**src/rtl/sram_rd_arbiter.sv**
```systemverilog
// rtl/sram_rd_arbiter.sv - round-robin read scheduler for a 16-requester shared SRAM bank
//
// Purpose:
//   Picks at most one read requester per cycle, round-robin from a rotating
//   pointer. It drives the port-mux select/enable and tags each access with
//   its requester ID. After RD_LAT+1 cycles it returns the SRAM read data to
//   that requester with a one-cycle valid strobe.
//
// Ports:
//   clk       system clock
//   rst       asynchronous active-high reset
//   req       per-requester read request (level, held until granted)
//   mem_hold  blocks new grants; reads already in flight still complete
//   sram_q    SRAM read data
//   sel_out   registered mux select
//   mem_en    registered access enable (1 = read access this cycle)
//   gnt       registered one-hot grant, high during the access cycle
//   rvalid    read-data valid strobe
//   rid       requester ID belonging to rdata (meaningful when rvalid=1)
//   rdata     registered SRAM read data, held while rvalid=0

`ifndef D_width
`define D_width 32
`endif

module sram_rd_arbiter #(
    parameter int NUM_REQ = 16,
    parameter int SEL_W   = 4,
    parameter int RD_LAT  = 1,
    parameter int DW      = `D_width
) (
    input  logic               clk,
    input  logic               rst,
    input  logic [NUM_REQ-1:0] req,
    input  logic               mem_hold,
    input  logic [DW-1:0]      sram_q,
    output logic [SEL_W-1:0]   sel_out,
    output logic               mem_en,
    output logic [NUM_REQ-1:0] gnt,
    output logic               rvalid,
    output logic [SEL_W-1:0]   rid,
    output logic [DW-1:0]      rdata
);

    // Arbitration state
    logic [SEL_W-1:0]   ptr_q,  ptr_d;
    logic [SEL_W-1:0]   sel_q,  sel_d;
    logic               en_q,   en_d;
    logic [NUM_REQ-1:0] gnt_q,  gnt_d;

    // Tag pipeline: stage k holds the access issued k+1 cycles ago
    logic [RD_LAT-1:0]  tag_v_q;
    logic [SEL_W-1:0]   tag_id_q [RD_LAT];

    // Read-return registers
    logic               rvalid_q;
    logic [SEL_W-1:0]   rid_q;
    logic [DW-1:0]      rdata_q;

    // Search state
    logic [NUM_REQ-1:0] eligible;
    logic               found;
    logic [SEL_W-1:0]   win;
    logic [SEL_W-1:0]   idx;
    logic [SEL_W:0]     ptr_sum;

    // Winner search: first eligible requester at or above ptr, wrapping.
    // The requester holding the grant this cycle is masked so that a
    // requester that keeps req high through its access cycle is not
    // granted twice in a row.
    always_comb begin
        eligible = req & ~gnt_q;
        found    = 1'b0;
        win      = ptr_q;
        idx      = '0;
        for (int k = 0; k < NUM_REQ; k++) begin
            idx = ptr_q + SEL_W'(k);
            if (!found && eligible[idx]) begin
                found = 1'b1;
                win   = idx;
            end
        end
    end

    always_comb begin
        sel_d   = sel_q;
        ptr_d   = ptr_q;
        en_d    = 1'b0;
        gnt_d   = '0;
        ptr_sum = {1'b0, win} + {{SEL_W{1'b0}}, 1'b1};
        if (!mem_hold && found) begin
            sel_d = win;
            gnt_d = {{(NUM_REQ-1){1'b0}}, 1'b1} << win;
            en_d  = 1'b1;
            ptr_d = ptr_sum[SEL_W-1:0];
        end
    end

    always_ff @(posedge clk or posedge rst) begin
        if (rst) begin
            ptr_q <= '0;
            sel_q <= '0;
            en_q  <= 1'b0;
            gnt_q <= '0;
        end else begin
            ptr_q <= ptr_d;
            sel_q <= sel_d;
            en_q  <= en_d;
            gnt_q <= gnt_d;
        end
    end

    // Tag pipeline. Only the valid bits need clearing on reset; once they
    // are cleared, in-flight accesses never produce an rvalid.
    always_ff @(posedge clk or posedge rst) begin
        if (rst) begin
            tag_v_q <= '0;
            for (int k = 0; k < RD_LAT; k++) begin
                tag_id_q[k] <= '0;
            end
        end else begin
            tag_v_q[0]  <= en_q;
            tag_id_q[0] <= sel_q;
            for (int k = 1; k < RD_LAT; k++) begin
                tag_v_q[k]  <= tag_v_q[k-1];
                tag_id_q[k] <= tag_id_q[k-1];
            end
        end
    end

    // Read return: Q is valid in the cycle the last tag stage is occupied.
    // rdata/rid only load on a valid tag, so they hold between returns.
    always_ff @(posedge clk or posedge rst) begin
        if (rst) begin
            rvalid_q <= 1'b0;
            rid_q    <= '0;
            rdata_q  <= '0;
        end else begin
            rvalid_q <= tag_v_q[RD_LAT-1];
            if (tag_v_q[RD_LAT-1]) begin
                rid_q   <= tag_id_q[RD_LAT-1];
                rdata_q <= sram_q;
            end
        end
    end

    assign sel_out = sel_q;
    assign mem_en  = en_q;
    assign gnt     = gnt_q;
    assign rvalid  = rvalid_q;
    assign rid     = rid_q;
    assign rdata   = rdata_q;

endmodule

```
**config.mk**
```make
export PLATFORM = sky130hd
export DESIGN_NAME = sram_rd_arbiter
export DESIGN_NICKNAME = d
export VERILOG_FILES = /design/src/rtl/sram_rd_arbiter.sv
export SDC_FILE = /design/constraint.sdc
export NUM_CORES = 1
export LEC_CHECK = 0
export ABC_AREA = 1
export BUFFER_PORTS_ARGS = -buffer_cell sky130_fd_sc_hd__buf_2
export CELL_PAD_IN_SITES_DETAIL_PLACEMENT = 1
export CELL_PAD_IN_SITES_GLOBAL_PLACEMENT = 2
export CORE_ASPECT_RATIO = 0.9
export CORE_MARGIN = 10
export CORE_UTILIZATION = 27
export CTS_CLUSTER_SIZE = 28
export DETAILED_ROUTE_END_ITERATION = 6
export PLACE_DENSITY_LB_ADDON = 0.15
export SLEW_MARGIN = 25
export SYNTH_ARGS = -nofsm -noshare
export SYNTH_HDL_FRONTEND = slang
export SYNTH_SLANG_ARGS = --single-unit
```
**constraint.sdc**
```tcl
create_clock -name clk -period 3.6 [get_ports clk]
set_input_delay 0.36 -clock clk [delete_from_list [all_inputs] [get_ports clk]]
set_output_delay 0.36 -clock clk [all_outputs]
set_load 0.005 [all_outputs]
```
==> results.ini, run 1 <==
[worst_setup_path]
startpoint_type=register
r2r_end=ptr_q[2]
critical_path_class=reg -> reg
ff2ff_setup_slack_ps=-50
critPathMostFrequentCell=nand2_2
slowest_stage=dfrtp_2
cp.required_ps=3860
arrival_ps=3910
critPathMaxFanout=8
reg2regPathDepth=28
cp-end-kind=register
max_stage_delay_ps=440
r2r_start=ptr_q[0]

[placed_design]
dp_hpwl_mm=14.3
place_congestion=0.860
port_buffers=108
placedCellCount=932

[synthesis]
ys_seq_area_share_pct=38.5
synth_top_area_share_pct=38.5
syn_area_mm2=0.00435
yosys_warnings=0
synth-seq-cells=67
syn_area_per_cell_um2=7.86
syn_inst=554
ys_types=35
syn_nets=617
synthTopCellsByArea=dfrtp_1 (39%), nand3_1 (14%), nand2_1 (10%)
synth_top_area_cell=dfrtp_1

[drt]
vias_per_cell=4.76
wirelength_mm=17.5
vias=4559
drtIter0Drc=212
routedWlPerCell_um=18.2
first_pass_iters=4
drc_errors=0
antenna_left=0

[layout]
final_cells=958
seqCellArea_mm2=0.00168
nFillCells=1908
drive_gt1_share_pct=47.0
area_delta_synth_final_pct=48.1
final_core_util_pct=41.3
multi_input_area_mm2=0.00265
fin_nets=814
antennaDiodeCount=0

[sta]
setup_ws_ps=-54.5
maxSlewViolCount=0
tightest_slew_ps=881
period_share_pct=102
relSlewSlack_pct=41.2
period_needed_ps=3650
skew_ps=4.91
setup_tns_ps=-149
setup_viol=7
hold_viol=0
max_freq_ghz=0.274
rsz0062_at_grt=yes

[global_routing]
grt_pass1_wl_mm=27.7
groute.usage.overall_pct=16.1
antenna_found_initial=0
grt-ovfl-total=0
grt_max_degree=44
grt_pass1_vias=4921

[clock_network]
root_buffer=clkbuf_16
cts_tree=built
cts_buffers=9
hold_buffers=0
clock_latency_ps=340
clockBufferDepth=2
clkTransAtPathRegs_ps=60
cts_sinks=67
htreeDepth=3

[floorplanning]
core_area_mm2=0.0156
die_h_um=140
io_pins=109
initial_utilization_pct=27.9
dieArea_mm2=0.0216
die_w_um=154
core.rowCount=43

[worst_hold_path]
holdCritPathClass=in -> async

[run_status]
outcome=finished, violations left
violations=setup timing

[job]
max_cap_viol_count=0

==> Yosys cell counts, drive strengths merged <==
master,n
dfrtp,67
inv,68
nor3,1
o21ai,32
a31oi,4
mux2,36
a21oi,13
xor2,7
nand2,127
clkbuf,7
nor2,44
nand3,120
a21boi,1
clkinv,1
nand4,2
ha,12
o22ai,1
o21bai,1
nand3b,1
buf,9
==> cells in the final DEF (no fill, tap or decap), types with 9 or more instances in the layout <==
cell       instances
nand3_1           97
nand3_2           23
nand2_1          107
dfrtp_1           64
inv_1             50
buf_2            108
a21oi_1            9
clkbuf_16          9
mux2_2            36
o21ai_0           24
inv_2             13
nand2_2           13
buf_4             87
nor2_1            29
==> worst max-delay path by stage <==
stage / start / end / slack (ps) / cells after the start
after floorplan: ptr_q[0] / ptr_q[2] / 20 / 31
after global placement: ptr_q[1] / ptr_q[2] / -140 / 28
after detailed placement: ptr_q[1] / gnt[4] / -260 / 28
after CTS: ptr_q[0] / sel_out[3] / 8 / 37
after global routing: ptr_q[1] / gnt[3] / -310 / 29
final: ptr_q[0] / ptr_q[2] / -50 / 28
==> flip-flops by register name, indices dropped and copies added, names as in the netlist <==
register,cells
tag_id_q,4
sel_out,4
ptr_q,4
gnt,16
rid,4
rdata,32
mem_en,1
tag_v_q,1
rvalid,1
==> layer usage <==
layer	vias up	wire [um]	GRT usage (%)
met5	-	0	0
met1	2252	7990	20.9
met3	13	773	3.15
met4	0	180	3.68
met2	73	8530	26.7
li1	2221	-	-
==> cell type report <==
cell class / count / area share (%)
sequential: 67 / 26.1
clock buffer: 9 / 3.50
tap: 202 / 3.92
inverter: 69 / 4.29
clock inverter: 7 / 1.28
multi-input combinational: 402 / 41.0
timing repair buffer: 202 / 19.9
==> worst max-delay path, delay by kind of cell, from the launching register on <==
| kind | cells | cell delay, ps |
|---|---|---|
| AO/OA/AOI/OAI | 2 | 120 |
| adder cells (fa/ha/maj) | 3 | 800 |
| flip-flops | 1 | 440 |
| buffers and inverters | 4 | 370 |
| AND/OR/NAND/NOR | 19 | 1840 |
==> through the flow <==
| step | hold slack (ps) | instance area, um^2 | setup WS (ps) |
|---|---|---|---|
| final | 210 | 6440 | -54.5 |
| after global routing | 241 | 6440 | -307 |
| after CTS | 231 | 6270 | 8.50 |
| after detailed placement | 373 | 5760 | -258 |
| after global placement | 367 | 5760 | -138 |
| after floorplan | 352 | 4450 | 17.3 |
==> repair_timing <==
item	in CTS	in global routing
pin swaps	24	15
setup buffers	7	3
resized for setup	40	42
endpoints found under the setup margin	23	23
==> cell families (layout without fill, tap and decap cells) <==
family / Yosys count / after routing / share of synthesized area, %
simple gates: 295 / 295 / 31.5
buf+inv: 85 / 287 / 8.40
flops: 67 / 67 / 38.5
compound gates: 52 / 52 / 6.50
mux: 36 / 36 / 9.32
fa+ha+maj: 12 / 12 / 3.45
xor+xnor: 7 / 7 / 2.27
Power of run 1 is left out: the tool's default activity adds up to more than one toggle a clock period on the data nets, which glitch-free logic cannot reach.
==> run 2: changes to the inputs <==
--- a/config.mk
+++ b/config.mk
@@ -14,6 +14,7 @@
 export CORE_UTILIZATION = 27
 export CTS_CLUSTER_SIZE = 28
 export DETAILED_ROUTE_END_ITERATION = 6
+export HOLD_SLACK_MARGIN = 0.02
 export PLACE_DENSITY_LB_ADDON = 0.15
 export SLEW_MARGIN = 25
 export SYNTH_ARGS = -nofsm -noshare
==> constraint.sdc (replaced) <==
create_clock -name clk -period 3.6 [get_ports clk]
set_input_delay 0.54 -clock clk [delete_from_list [all_inputs] [get_ports clk]]
set_output_delay 0.54 -clock clk [all_outputs]
set_load 0.005 [all_outputs]
==> run 2 against run 1 <==
Compared with the run above: the flow still finishes with violations (setup timing); non-clock buffer count grew 11; wire length grew 2.7%; setup slack lost 39 ps; core utilization grew 1.1 points.
==> results.ini, run 2 (synthesized netlist as in run 1, its figures left out) <==
[clock_network]
cts_tree=built
clkTransAtPathRegs_ps=60
cts_sinks=67
clockBufferDepth=2
htreeDepth=3
clock_latency_ps=330
root_buffer=clkbuf_16
hold_buffers=0
cts_buffers=9

[sta]
setup_tns_ps=-533
hold_viol=0
period_share_pct=103
maxSlewViolCount=0
tightest_slew_ps=902
period_needed_ps=3690
relSlewSlack_pct=39.8
skew_ps=9.55
setup_ws_ps=-93.1
max_freq_ghz=0.271
rsz0062_at_grt=yes
setup_viol=17

[global_routing]
antenna_found_initial=0
grt_max_degree=45
grt-ovfl-total=0
grt_pass1_vias=4832
grt_pass1_wl_mm=27.3
groute.usage.overall_pct=15.9

[worst_setup_path]
r2r_start=ptr_q[0]
ff2ff_setup_slack_ps=-90
setup.worst_path.start=ptr_q[0]
critPathMaxFanout=8
critPathMostFrequentCell=nand2_2
max_stage_delay_ps=430
cp.required_ps=3820
startpoint_type=register
r2r_end=ptr_q[2]
slowest_stage=dfrtp_2
critical_path_class=reg -> reg
reg2regPathDepth=28
critPathCapture=ptr_q[2]
arrival_ps=3910
cp-end-kind=register

[drt]
vias_per_cell=4.77
drtIter0Drc=228
antenna_left=0
routedWlPerCell_um=18.5
first_pass_iters=4
drc_errors=0
wirelength_mm=18.0
vias=4620

[floorplanning]
die_w_um=154
initial_utilization_pct=27.9
core_area_mm2=0.0156
die_h_um=140
io_pins=109
dieArea_mm2=0.0216
core.rowCount=43

[layout]
seqCellArea_mm2=0.00168
final_common_cell=buf_2
area_delta_synth_final_pct=52.1
final_cell_mix=buf_2 (108), nand2_1 (101), nand3_1 (97), buf_4 (96), dfrtp_1 (65)
nFillCells=1944
fin_nets=825
multi_input_area_mm2=0.00270
antennaDiodeCount=0
largest_reg_flops=32
drive_gt1_share_pct=49.0

[job]
max_cap_viol_count=0

[placed_design]
place_congestion=0.844
port_buffers=108
dp_hpwl_mm=14.5

[run_status]
violations=setup timing
outcome=finished, violations left

[worst_hold_path]
holdCritPathClass=reg -> reg

[run 2: worst min-delay path by stage]
stage / start / endpoint / slack [ps] / cells after the start
4_1_cts: mem_en / tag_v_q / 400 / 0
5_1_grt: mem_en / tag_v_q / 420 / 0
3_3_place_gp: mem_en / tag_v_q / 370 / 0
3_5_place_dp: mem_en / tag_v_q / 390 / 0
6_report: mem_en / tag_v_q / 390 / 0
2_1_floorplan: tag_v_q / rvalid / 350 / 0
[run 2: area by class of cell]
| class | count | share of cell area (%) |
|---|---|---|
| multi-input cells | 402 | 40.8 |
| inverters | 69 | 4.33 |
| well taps | 202 | 3.82 |
| repair buffers | 213 | 20.7 |
| flip-flops and latches | 67 | 25.4 |
| clock buffers | 9 | 3.40 |
| clock inverters | 7 | 1.53 |
[run 2: routing by layer]
metal	part of all wire, %	routed length (um)	up-vias	global-route usage (%)
met5	0	0	-	0
met4	0.91	163	0	2.98
met2	49	8820	75	26.6
met3	2.8	499	11	3.03
met1	47	8470	2290	20.9
li1	-	-	2244	-
[run 2: critical path, delay by kind of cell, from the launching register on]
kind | cells | cell delay, ps
AND/OR/NAND/NOR | 19 | 1910
adder cells (fa/ha/maj) | 3 | 760
flip-flops | 1 | 430
buffers and inverters | 4 | 360
AO/OA/AOI/OAI | 2 | 110
[run 2: per-stage QoR]
stage                     setup slack, ps  instances  hold slack, ps  instance area (um^2)  util (%)
final                               -93.1        969             392                  6620      42.4
after detailed placement             -270        932             386                  5760      36.9
after CTS                           -7.14        956             403                  6230      39.9
after floorplan                      17.3        554             352                  4450         -
after global routing                 -298        969             418                  6620      42.4
after global placement               -139        932             371                  5760      36.9
[run 2: repair_timing]
item | in CTS | in global routing
endpoints found under the hold margin | 0 | 0
buffers inserted | 8 | 13
pin swaps | 13 | 31
endpoints found under the setup margin | 23 | 24
cloned | 0 | 0
resized for setup | 28 | 81
Power of run 2 is left out for the same reason.
